`src/rtl/picoblaze_rx_fifo_port.sv`:
```
// picoblaze_rx_fifo_port
// Receive FIFO peripheral on the PicoBlaze/PacoBlaze3 port bus. A producer pushes
// bytes in. The processor pops them through DATA_PORT, reads status through
// STATUS_PORT and controls the block through CTRL_PORT. An interrupt is raised
// while data is pending and interrupts are enabled.
module picoblaze_rx_fifo_port #(
  parameter int         DEPTH       = 16,
  parameter int         ADDR_W      = 4,
  parameter logic [7:0] DATA_PORT   = 8'h00,
  parameter logic [7:0] STATUS_PORT = 8'h01,
  parameter logic [7:0] CTRL_PORT   = 8'h81
) (
  input  logic       clk,
  input  logic       reset_n,
  input  logic [7:0] port_id,
  input  logic       read_strobe,
  input  logic       write_strobe,
  input  logic [7:0] out_port,
  output logic [7:0] in_port,
  output logic       interrupt,
  input  logic       interrupt_ack,
  input  logic [7:0] wr_data,
  input  logic       wr_valid,
  output logic       wr_ready
);

  logic [ADDR_W-1:0] wr_ptr_q, wr_ptr_d;
  logic [ADDR_W-1:0] rd_ptr_q, rd_ptr_d;
  logic [ADDR_W:0]   count_q, count_d;
  logic              overflow_q, overflow_d;
  logic              int_en_q, int_en_d;
  logic              interrupt_q, interrupt_d;
  logic [7:0]        in_port_q, in_port_d;
  logic [7:0]        mem_q [DEPTH];

  logic       full, empty, push, pop, ctrl_wr, flush;
  logic [4:0] count5;

  // Decode bus strobes and compute the next state of pointers, flags and read data
  always_comb begin
    full        = (count_q == (ADDR_W+1)'(DEPTH));
    empty       = (count_q == '0);
    push        = wr_valid && !full;
    pop         = read_strobe && (port_id == DATA_PORT) && !empty;
    ctrl_wr     = write_strobe && (port_id == CTRL_PORT);
    flush       = ctrl_wr && out_port[1];
    count5      = 5'(count_q);

    wr_ptr_d    = wr_ptr_q;
    rd_ptr_d    = rd_ptr_q;
    count_d     = count_q;
    overflow_d  = overflow_q;
    int_en_d    = int_en_q;
    interrupt_d = 1'b0;
    in_port_d   = 8'h00;

    // Flush overrides any push or pop in the same cycle
    if (flush) begin
      wr_ptr_d = '0;
      rd_ptr_d = '0;
      count_d  = '0;
    end else begin
      if (push) wr_ptr_d = wr_ptr_q + 1'b1;
      if (pop)  rd_ptr_d = rd_ptr_q + 1'b1;
      if (push && !pop)      count_d = count_q + 1'b1;
      else if (!push && pop) count_d = count_q - 1'b1;
    end

    // A dropped byte in the same cycle as a clear leaves overflow set
    if (ctrl_wr && out_port[2]) overflow_d = 1'b0;
    if (wr_valid && full)       overflow_d = 1'b1;

    if (ctrl_wr) int_en_d = out_port[0];

    if (interrupt_ack)             interrupt_d = 1'b0;
    else if (int_en_q && !empty)   interrupt_d = 1'b1;

    if (port_id == DATA_PORT)        in_port_d = empty ? 8'h00 : mem_q[rd_ptr_q];
    else if (port_id == STATUS_PORT) in_port_d = {count5, overflow_q, full, empty};
  end

  // Control and status registers with asynchronous reset
  always_ff @(posedge clk or negedge reset_n) begin
    if (!reset_n) begin
      wr_ptr_q    <= '0;
      rd_ptr_q    <= '0;
      count_q     <= '0;
      overflow_q  <= 1'b0;
      int_en_q    <= 1'b0;
      interrupt_q <= 1'b0;
      in_port_q   <= 8'h00;
    end else begin
      wr_ptr_q    <= wr_ptr_d;
      rd_ptr_q    <= rd_ptr_d;
      count_q     <= count_d;
      overflow_q  <= overflow_d;
      int_en_q    <= int_en_d;
      interrupt_q <= interrupt_d;
      in_port_q   <= in_port_d;
    end
  end

  // Storage array; contents need no reset because pointers and count define validity
  always_ff @(posedge clk) begin
    if (push && !flush) mem_q[wr_ptr_q] <= wr_data;
  end

  assign in_port   = in_port_q;
  assign interrupt = interrupt_q;
  assign wr_ready  = !full;

endmodule

```
`config.mk`:
```
export PLATFORM = sky130hd
export DESIGN_NAME = picoblaze_rx_fifo_port
export DESIGN_NICKNAME = d
export VERILOG_FILES = /design/src/rtl/picoblaze_rx_fifo_port.sv
export SDC_FILE = /design/constraint.sdc
export NUM_CORES = 1
export LEC_CHECK = 0
export CAP_MARGIN = 30
export CELL_PAD_IN_SITES_DETAIL_PLACEMENT = 1
export CELL_PAD_IN_SITES_GLOBAL_PLACEMENT = 2
export CORE_ASPECT_RATIO = 1.25
export CORE_MARGIN = 8
export CORE_UTILIZATION = 40
export CTS_CLUSTER_DIAMETER = 100
export DETAILED_ROUTE_END_ITERATION = 10
export PLACE_DENSITY = 0.77
export SYNTH_ARGS = -nofsm -noshare
export SYNTH_HDL_FRONTEND = slang
export SYNTH_SLANG_ARGS = --single-unit
```
`constraint.sdc`:
```
create_clock -name clk -period 3 [get_ports clk]
set_input_delay 0.6 -clock clk [delete_from_list [all_inputs] [get_ports clk]]
set_output_delay 0.6 -clock clk [all_outputs]
set_load 0.03 [all_outputs]
```
==> results of run 1 <==
cell usage after synthesis, types with 2 or more instances:
cell type  instances  area share
and2_1             2      0.0020
edfxtp_1         128        0.62
nor4_2             3      0.0060
nand3b_1           2      0.0024
clkbuf_1           7      0.0042
nand2_1           10      0.0060
a21oi_1           10      0.0080
xnor2_1            3      0.0042
a21o_1             2      0.0024
buf_2              5      0.0040
or3_1              2      0.0020
mux4_2            32        0.12
o21ai_0            6      0.0048
nor3_1             4      0.0032
nand3_1            4      0.0032
nand4_1            3      0.0030
o21ai_1            4      0.0032
xor2_1             6      0.0084
inv_1              2      0.0012
buf_1              2      0.0012
mux2i_1           17       0.027
dfrtp_1           24       0.097
nor2_1            35       0.021
ha_1               8       0.016
o31ai_1            2      0.0024
metal layers:
layer  track usage  vias to the layer above  wire length (um)
met5             0                        -                 0
met4        0.0698                        0               336
met3        0.0394                       20               509
met2         0.250                       79              7140
met1         0.172                     1721              5830
li1              -                     1495                 -
cell type report:
class / count / area (um2) / share of cell area
clock inverter: 15 / 180 / 0.0238
multi-input combinational: 173 / 1720 / 0.228
clock buffer: 17 / 425 / 0.0562
inverter: 2 / 7.51 / 0.000992
tap: 212 / 265 / 0.0350
sequential: 152 / 4450 / 0.588
timing repair buffer: 58 / 520 / 0.0688
final timing paths:
kind / from / to / slack, ps / cells after the start
worst max-delay path: count5[2]$_DFFE_PN0P_ / wr_ready / 170 / 4
worst min register to register: int_en_q$_DFFE_PN0P_ / int_en_q$_DFFE_PN0P_ / 510 / 1
worst max register to register: count5[2]$_DFFE_PN0P_ / count5[4]$_DFFE_PN0P_ / 270 / 9
min in group asynchronous: reset_n / count5[3]$_DFFE_PN0P_ / 540 / 2
worst min-delay path: int_en_q$_DFFE_PN0P_ / int_en_q$_DFFE_PN0P_ / 510 / 1
max in group asynchronous: reset_n / rd_ptr_q[0]$_DFFE_PN0P_ / 2170 / 2
flip-flops by register name, indices dropped and copies added, names as in the netlist:
register / flops
rd_ptr_q: 4
mem_q: 128
wr_ptr_q: 4
int_en_q: 1
in_port: 8
count5: 5
overflow_q: 1
interrupt: 1
critical path: cells and delay by family, from the launching register on:
family	cells	cell delay [ps]
flops	1	460
simple gates	2	500
buf+inv	2	830
cells in the final DEF, fill, tap and decap left out, types with 2 or more instances in the layout:
cell and count:
a21o_1 2, a21oi_1 10, and2_1 2, buf_4 24, bufinv_16 2, clkbuf_16 17, clkdlybuf4s50_1 34, clkinv_4 3
dfrtp_1 22, dfrtp_2 2, edfxtp_1 128, ha_1 8, inv_1 2, inv_6 6, inv_8 3, mux2i_1 17
mux4_2 32, nand2_1 10, nand3_1 4, nand3b_1 2, nand4_1 3, nor2_1 35, nor3_1 4, nor4_2 2
o21ai_0 5, o21ai_1 4, o31ai_1 2, or3_1 2, xnor2_1 3, xor2_1 6
logic make-up after synthesis:
| logic type | after synthesis |
|---|---|
| adders and majority gates | 9 |
| DFF | 152 |
| AOI/OAI and AO/OA | 35 |
| buffers and inverters | 16 |
| and+or+nand+nor | 70 |
| xor gates and xnor gates | 9 |
| muxes | 50 |
per-stage QoR:
stage / cell area [um2] / instances / setup TNS, ps / power, W
after floorplan: 6220 / 341 / 0 / 0.00327
after global placement: 6950 / 597 / -7040 / 0.00361
after detailed placement: 6950 / 597 / -14580 / 0.00367
after CTS: 7550 / 629 / 0 / 0.00584
after global routing: 7570 / 629 / 0 / 0.00603
final: 7570 / 629 / 0 / 0.00581
power by group through the flow:
stage | clock, W | combinational [W] | sequential, W
after floorplan | 0 | 0.000580 | 0.00269
after global placement | 0 | 0.000881 | 0.00273
after detailed placement | 0 | 0.000916 | 0.00275
after CTS | 0.00221 | 0.000927 | 0.00271
after global routing | 0.00228 | 0.00101 | 0.00275
final | 0.00218 | 0.000920 | 0.00272
timing repair:
action	CTS	global route
hold buffers	0	0
setup endpoints to repair	0	2
buffers inserted	0	0
resized for setup	0	3
==> flow_summary.toml, run 1 <==
[timing]
timing.slew.headroom = 0.372
fmax_mhz = 354
setup_violations = 0
fin_ws_ps = 173
slew_viol_final = 0
holdWs_ps = 508
worst_pin_slew_ps = 939
hold_viol = 0
skew_ps = 11.9
fin_crit_sh = 0.942
rsz0062_at_grt = "no"
period_needed_ps = 2830

[place]
pre_cts_slack_ps = -264
hpwl_mm = 9.21
routabilityCongestion = 0.799
io_buffer_count = 34

[die]
start_util = 0.405
die-area_um2 = 19800
die_h_um = 155
coreArea_um2 = 15400
die_x_um = 128
rows = 51
pin_count = 40

[critical_path]
required_ps = 2400
worstSetupPathType = "register to output port"
cp_cell_sequence = "nor4_4 -> buf_4 -> nand2_1 -> clkdlybuf4s50_1"
crit_slowest_cell = "clkdlybuf4s50_1"
critPathMaxStageDelay_ps = 630
critPathArrivalTime_ps = 2230
crit_fanout = 6
critPathCaptureType = "output port"
worstSetupStartpointType = "register"

[synth]
synthSimpleGateAreaFrac = 0.0559
synth-adder-area-share = 0.0193
syn_area_per_cell_um2 = 18.2
synth_xor_area_frac = 0.0127
synth_ff_type = "edfxtp_1"
synthArstFlopShare = 0.158
ys_seq_area_frac = 0.714
synth_seq_cells = 152
synth-compound-area-share = 0.0420
ys_warn_count = 0
synth_top_family_by_area = "multiplexers"
yosys-mux-area-fraction = 0.145
synth_area_um2 = 6220
synthDistinctLibCells = 43
synth_nets = 380
synth_edf_count = 128
netlist_instances = 341

[global_routing]
grt_start_max_net_pins = 35
antenna_found_initial = 0
first_global_vias = 3591
grt_overflow_total = 0
grt_use_total = 0.148
grt_pass1_wl_mm = 21.3

[power]
p_per_area_nw_per_um2 = 768
p_leak_nw = 2.52
ir_worst_vdd_v = 0.000327
switchingPower_w = 0.00159
power_frac_seq = 0.467
pwr-share-comb = 0.158
p_clk_frac = 0.374
switching_share = 0.273
power.internal_w = 0.00423

[detailed_routing]
drtPass1Iterations = 4
wl_per_cell_um = 22.0
vias = 3315
ant_nets = 0
drc = 0
drt_iter0_drc = 251
vias_per_cell = 5.27
wirelength_mm = 13.8

[clocking]
clock_path_buffers = 2
clk_pin_slew_ps = 70
tritoncts = "yes"
cts-htree-levels = 4
clock_latency_ps = 420
cts_sinks = 152
cts_buffers = 17
root_buffer = "clkbuf_16"

[final_layout]
fin_nets = 443
utilization = 0.492
syn2layout_area_growth_pct = 21.7
antenna_cells = 0
fillerInstances = 1449
drive_gt1_frac = 0.245

[worst_hold_path]
min_path_type = "register to register"

[status]
outcome = "completed"

[job]
maxCapViolCount = 0
(Power assumes the default switching activity.)
==> run 2: changes to the inputs <==
CORE_MARGIN = 2   (was 8)
==> run 2 against run 1 <==
Cell area fell by 0.43%. Register-to-register slack gained 60 ps. Sequential power about the same. Clock-buffer cell count unchanged. Clock skew decreased by 3.8 ps. Via count down 0.97%. Global-route usage grew 3.1 points.
==> flow_summary.toml, run 2 (synthesis gave the netlist of run 1 again) <==
[final_layout]
fillerInstances = 1426
syn2layout_area_growth_pct = 21.1
final_cell_mix = "edfxtp_1, nor2_1, clkdlybuf4s50_1, mux4_2, buf_4"
drive_gt1_frac = 0.243
largest_reg_flops = 128
finalNonFillerCells = 627
top_register = "mem_q"
final_common_cell = "edfxtp_1"
fin_nets = 445
antenna_cells = 0

[place]
routabilityCongestion = 0.822
place_inst = 595
io_buffer_count = 34
pre_cts_slack_ps = -235
hpwl_mm = 9.11

[timing]
fmax_mhz = 356
rsz0062_at_grt = "no"
fin_ws_ps = 189
period_needed_ps = 2810
timing.slew.headroom = 0.345
hold_viol = 0
skew_ps = 8.06
setup_violations = 0
slew_viol_final = 0
worst_pin_slew_ps = 979
fin_crit_sh = 0.937

[critical_path]
r2r-end = "count5[4]$_DFFE_PN0P_"
r2r_slack_ps = 330
reg2reg_depth = 8
critical-path-top-delay-family = "buffers and inverters"
crit_slowest_cell = "clkdlybuf4s50_1"
required_ps = 2400
critPathMaxStageDelay_ps = 630
cp_cell_sequence = "nor4_2 -> buf_4 -> nand2_1 -> clkdlybuf4s50_1"
worstSetupPathType = "register to output port"
critPathArrivalTime_ps = 2210
worstSetupStartpointType = "register"
critPathCaptureType = "output port"
crit_buf_inv = 2
crit_fanout = 6
r2r-start = "count5[2]$_DFFE_PN0P_"

[worst_hold_path]
whs_path_depth = 1
min_path_type = "register to register"
min_from = "int_en_q$_DFFE_PN0P_"
min_delay_worst_endpoint = "int_en_q$_DFFE_PN0P_"

[global_routing]
grt_pass1_wl_mm = 20.8
first_global_vias = 3559
antenna_found_initial = 0
grt_use_total = 0.179
grt_overflow_total = 0
grt_start_max_net_pins = 25

[die]
start_util = 0.413
die_h_um = 143
die_x_um = 116
coreArea_um2 = 15100
die-area_um2 = 16600
rows = 50
pin_count = 40

[clocking]
cts_sinks = 152
cts-htree-levels = 4
cts_buffers = 17
root_buffer = "clkbuf_16"
clock_path_buffers = 2
clock_latency_ps = 430
clk_pin_slew_ps = 60
tritoncts = "yes"

[status]
outcome = "completed"

[detailed_routing]
drtPass1Iterations = 4
wl_per_cell_um = 21.5
wirelength_mm = 13.5
drc = 0
vias = 3283
ant_nets = 0
drt_iter0_drc = 168
vias_per_cell = 5.24

[power]
p_leak_nw = 2.50
power_w = 0.00564
ir_worst_vdd_v = 0.000355
p_per_area_nw_per_um2 = 748

[job]
maxCapViolCount = 0
==> run 2: per-layer routing <==
metal / wire [um] / track usage
met5: 0 / 0
met4: 420 / 0.0862
met3: 560 / 0.0413
met2: 6980 / 0.304
met1: 5510 / 0.214
==> run 2: power by group <==
part           switching [W]  internal [W]
clock network       0.000869       0.00116
logic               0.000500      0.000410
registers           0.000150       0.00255
==> run 2: worst max path at each step <==
| stage | startpoint | endpoint | slack, ps | depth (start not counted) |
|---|---|---|---|---|
| final | count5[2]$_DFFE_PN0P_ | wr_ready | 190 | 4 |
| after global routing | count5[2]$_DFFE_PN0P_ | wr_ready | 60 | 4 |
| after CTS | count5[2]$_DFFE_PN0P_ | wr_ready | 150 | 4 |
| after detailed placement | port_id[5] | count5[4]$_DFFE_PN0P_ | -240 | 10 |
| after global placement | port_id[5] | count5[4]$_DFFE_PN0P_ | -170 | 10 |
| after floorplan | port_id[5] | count5[4]$_DFFE_PN0P_ | 30 | 8 |
==> run 2: timing repair <==
action                                  4_1_cts  5_1_grt
endpoints found under the hold margin         0        0
resized for setup                             0        1
buffers inserted                              0        0
hold buffers                                  0        0
endpoints found under the setup margin        0        1
==> run 2: cell type report <==
class,instances,area [um2],share of cell area
Clock buffer,17,425,0.0565
Clock inverter,15,146,0.0194
Inverter,2,7.51,0.000996
Multi-Input combinational cell,173,1720,0.228
Sequential cell,152,4450,0.590
Tap cell,208,260,0.0345
Timing Repair Buffer,60,536,0.0711
==> run 2: worst register-to-register path, stage by stage (launching register included) <==
cell and delay [ps]:
dfrtp_1 450, nor4_2 400, o21ai_1 170, buf_4 170, fa_1 370, a21o_1 190, a21o_1 220, a31o_2 260
a2111oi_2 330
==> run 2: per-stage QoR <==
stage          hold slack, ps  TNS (ps)   util  instance area (um2)
2_1_floorplan             304         0      -                 6220
3_3_place_gp              486     -3590  0.462                 6960
3_5_place_dp              504     -9690  0.462                 6960
4_1_cts                   519         0  0.500                 7530
5_1_grt                   544         0  0.500                 7540
6_report                  516         0  0.500                 7540
==> run 3: changes to the inputs <==
ABC_CLOCK_PERIOD_IN_PS = 2510   (was default)
REMOVE_ABC_BUFFERS = 1   (was default)
clock period = 2.51 ns   (was 3 ns; I/O delays follow)
==> run 3 against run 2 <==
The flow now finishes with violations (negative setup slack). Utilization rose by 1.6 points. Die area did not move. Clock-buffer cell count did not move. Cell count rose by 2.2%. Sequential share of layout area fell by 1.8 points. Sequential power rose by 18%. Clock skew rose by 4.7 ps.
==> flow_summary.toml, run 3 (synthesis gave the netlist of run 1 again) <==
[die]
pin_count = 40
die-area_um2 = 16600
die_x_um = 116
coreArea_um2 = 15100
start_util = 0.413
die_h_um = 143
rows = 50

[timing]
holdWs_ps = 442
setup_tns_ps = -27.9
period_needed_ps = 2540
hold_viol = 0
setup_violations = 1
timing.slew.headroom = 0.377
fin_crit_sh = 1.01
fmax_mhz = 394
fin_ws_ps = -27.9
slew_viol_final = 0
skew_ps = 12.7
worst_pin_slew_ps = 931
rsz0062_at_grt = "yes"

[power]
power_w = 0.00703
p_leak_nw = 2.64
p_per_area_nw_per_um2 = 904
ir_worst_vdd_v = 0.000399

[status]
outcome = "complete, but fails checks"
violations = "negative setup slack"

[clocking]
clock_latency_ps = 420
tritoncts = "yes"
cts_sinks = 152
cts_buffers = 17
cts-htree-levels = 4
cts.hold.buffers_added = 0
clk_pin_slew_ps = 70
root_buffer = "clkbuf_16"
clock_path_buffers = 2

[place]
io_buffer_count = 34
hpwl_mm = 9.13
pre_cts_slack_ps = -680
routabilityCongestion = 0.743

[final_layout]
utilization = 0.515
top_register = "mem_q"
drive_gt1_frac = 0.284
final_cell_mix = "edfxtp_1, buf_4, nor2_1, mux4_2, clkdlybuf4s50_1"
syn2layout_area_growth_pct = 24.9
fin_nets = 459
antenna_cells = 0
final_common_cell = "edfxtp_1"
largest_reg_flops = 128

[critical_path]
crit_fanout = 4
worstSetupStartpointType = "input pin"
critPathCaptureType = "register"
critPathArrivalTime_ps = 2850
worstSetupPathType = "input pin to register"
reg2reg_depth = 11
required_ps = 2820

[global_routing]
grt_start_max_net_pins = 35
grt_use_total = 0.185
grt_overflow_total = 0
first_global_vias = 3638
antenna_found_initial = 0
grt_pass1_wl_mm = 21.9

[detailed_routing]
ant_nets = 0
vias_per_cell = 5.32
wl_per_cell_um = 22.3
vias = 3410
drc = 0
wirelength_mm = 14.3
drtPass1Iterations = 4
drt_iter0_drc = 197

[worst_hold_path]
min_path_type = "input pin to asynchronous set/reset pin"

[job]
maxCapViolCount = 0
[run 3: worst paths after layout]
| kind | startpoint | endpoint | slack (ps) |
|---|---|---|---|
| max | port_id[1] | count5[4]$_DFFE_PN0P_ | -30 |
| min | reset_n | count5[1]$_DFFE_PN0P_ | 440 |
| max reg2reg | count5[1]$_DFFE_PN0P_ | count5[4]$_DFFE_PN0P_ | 60 |
| min reg2reg | int_en_q$_DFFE_PN0P_ | int_en_q$_DFFE_PN0P_ | 510 |
| max in group asynchronous | reset_n | rd_ptr_q[0]$_DFFE_PN0P_ | 1790 |
| min in group clk | int_en_q$_DFFE_PN0P_ | int_en_q$_DFFE_PN0P_ | 510 |
[run 3: stage by stage]
stage	instances	cell area (um2)
final	641	7770
after global routing	641	7770
after CTS	634	7650
after detailed placement	601	7030
after global placement	601	7030
after floorplan	327	6160
[run 3: area by class of cell]
| class | count | area [um2] |
|---|---|---|
| Sequential cell | 152 | 4450 |
| Fill cell | 1400 | 7310 |
| Multi-Input combinational cell | 173 | 1780 |
| Clock buffer | 17 | 425 |
| Timing Repair Buffer | 74 | 678 |
| Clock inverter | 15 | 173 |
| Tap cell | 208 | 260 |
| Inverter | 2 | 7.51 |
[run 3: power breakdown]
part / internal (W) / leakage, nW / switching [W]
combinational: 0.000601 / 0.887 / 0.000719
clock: 0.00134 / 0.289 / 0.00117
sequential: 0.00305 / 1.47 / 0.000145
total: 0.00499 / 2.64 / 0.00204
[run 3: repair_timing]
| action | in CTS | in global routing |
|---|---|---|
| hold endpoints to repair | 0 | 0 |
| setup endpoints to repair | 2 | 40 |
| buffers inserted | 1 | 6 |
| resized for setup | 6 | 13 |
| pin swaps | 2 | 8 |
[run 3: worst max-delay path: stages]
cell and delay [ps]:
clkdlybuf4s50_1 470, nor4_4 300, nand3_2 150, o21ai_2 190
buf_6 130, fa_1 170, a21o_1 120, a21o_1 180
nor3_2 60, a31o_2 230, a2111oi_4 350
[run 3: routing by layer]
metal / part of all wire / wire [um] / up-vias / track usage
met1: 0.41 / 5820 / 1776 / 0.231
li1: - / - / 1523 / -
met2: 0.54 / 7670 / 94 / 0.318
met3: 0.038 / 544 / 17 / 0.0422
met4: 0.018 / 261 / 0 / 0.0621
met5: 0 / 0 / - / 0
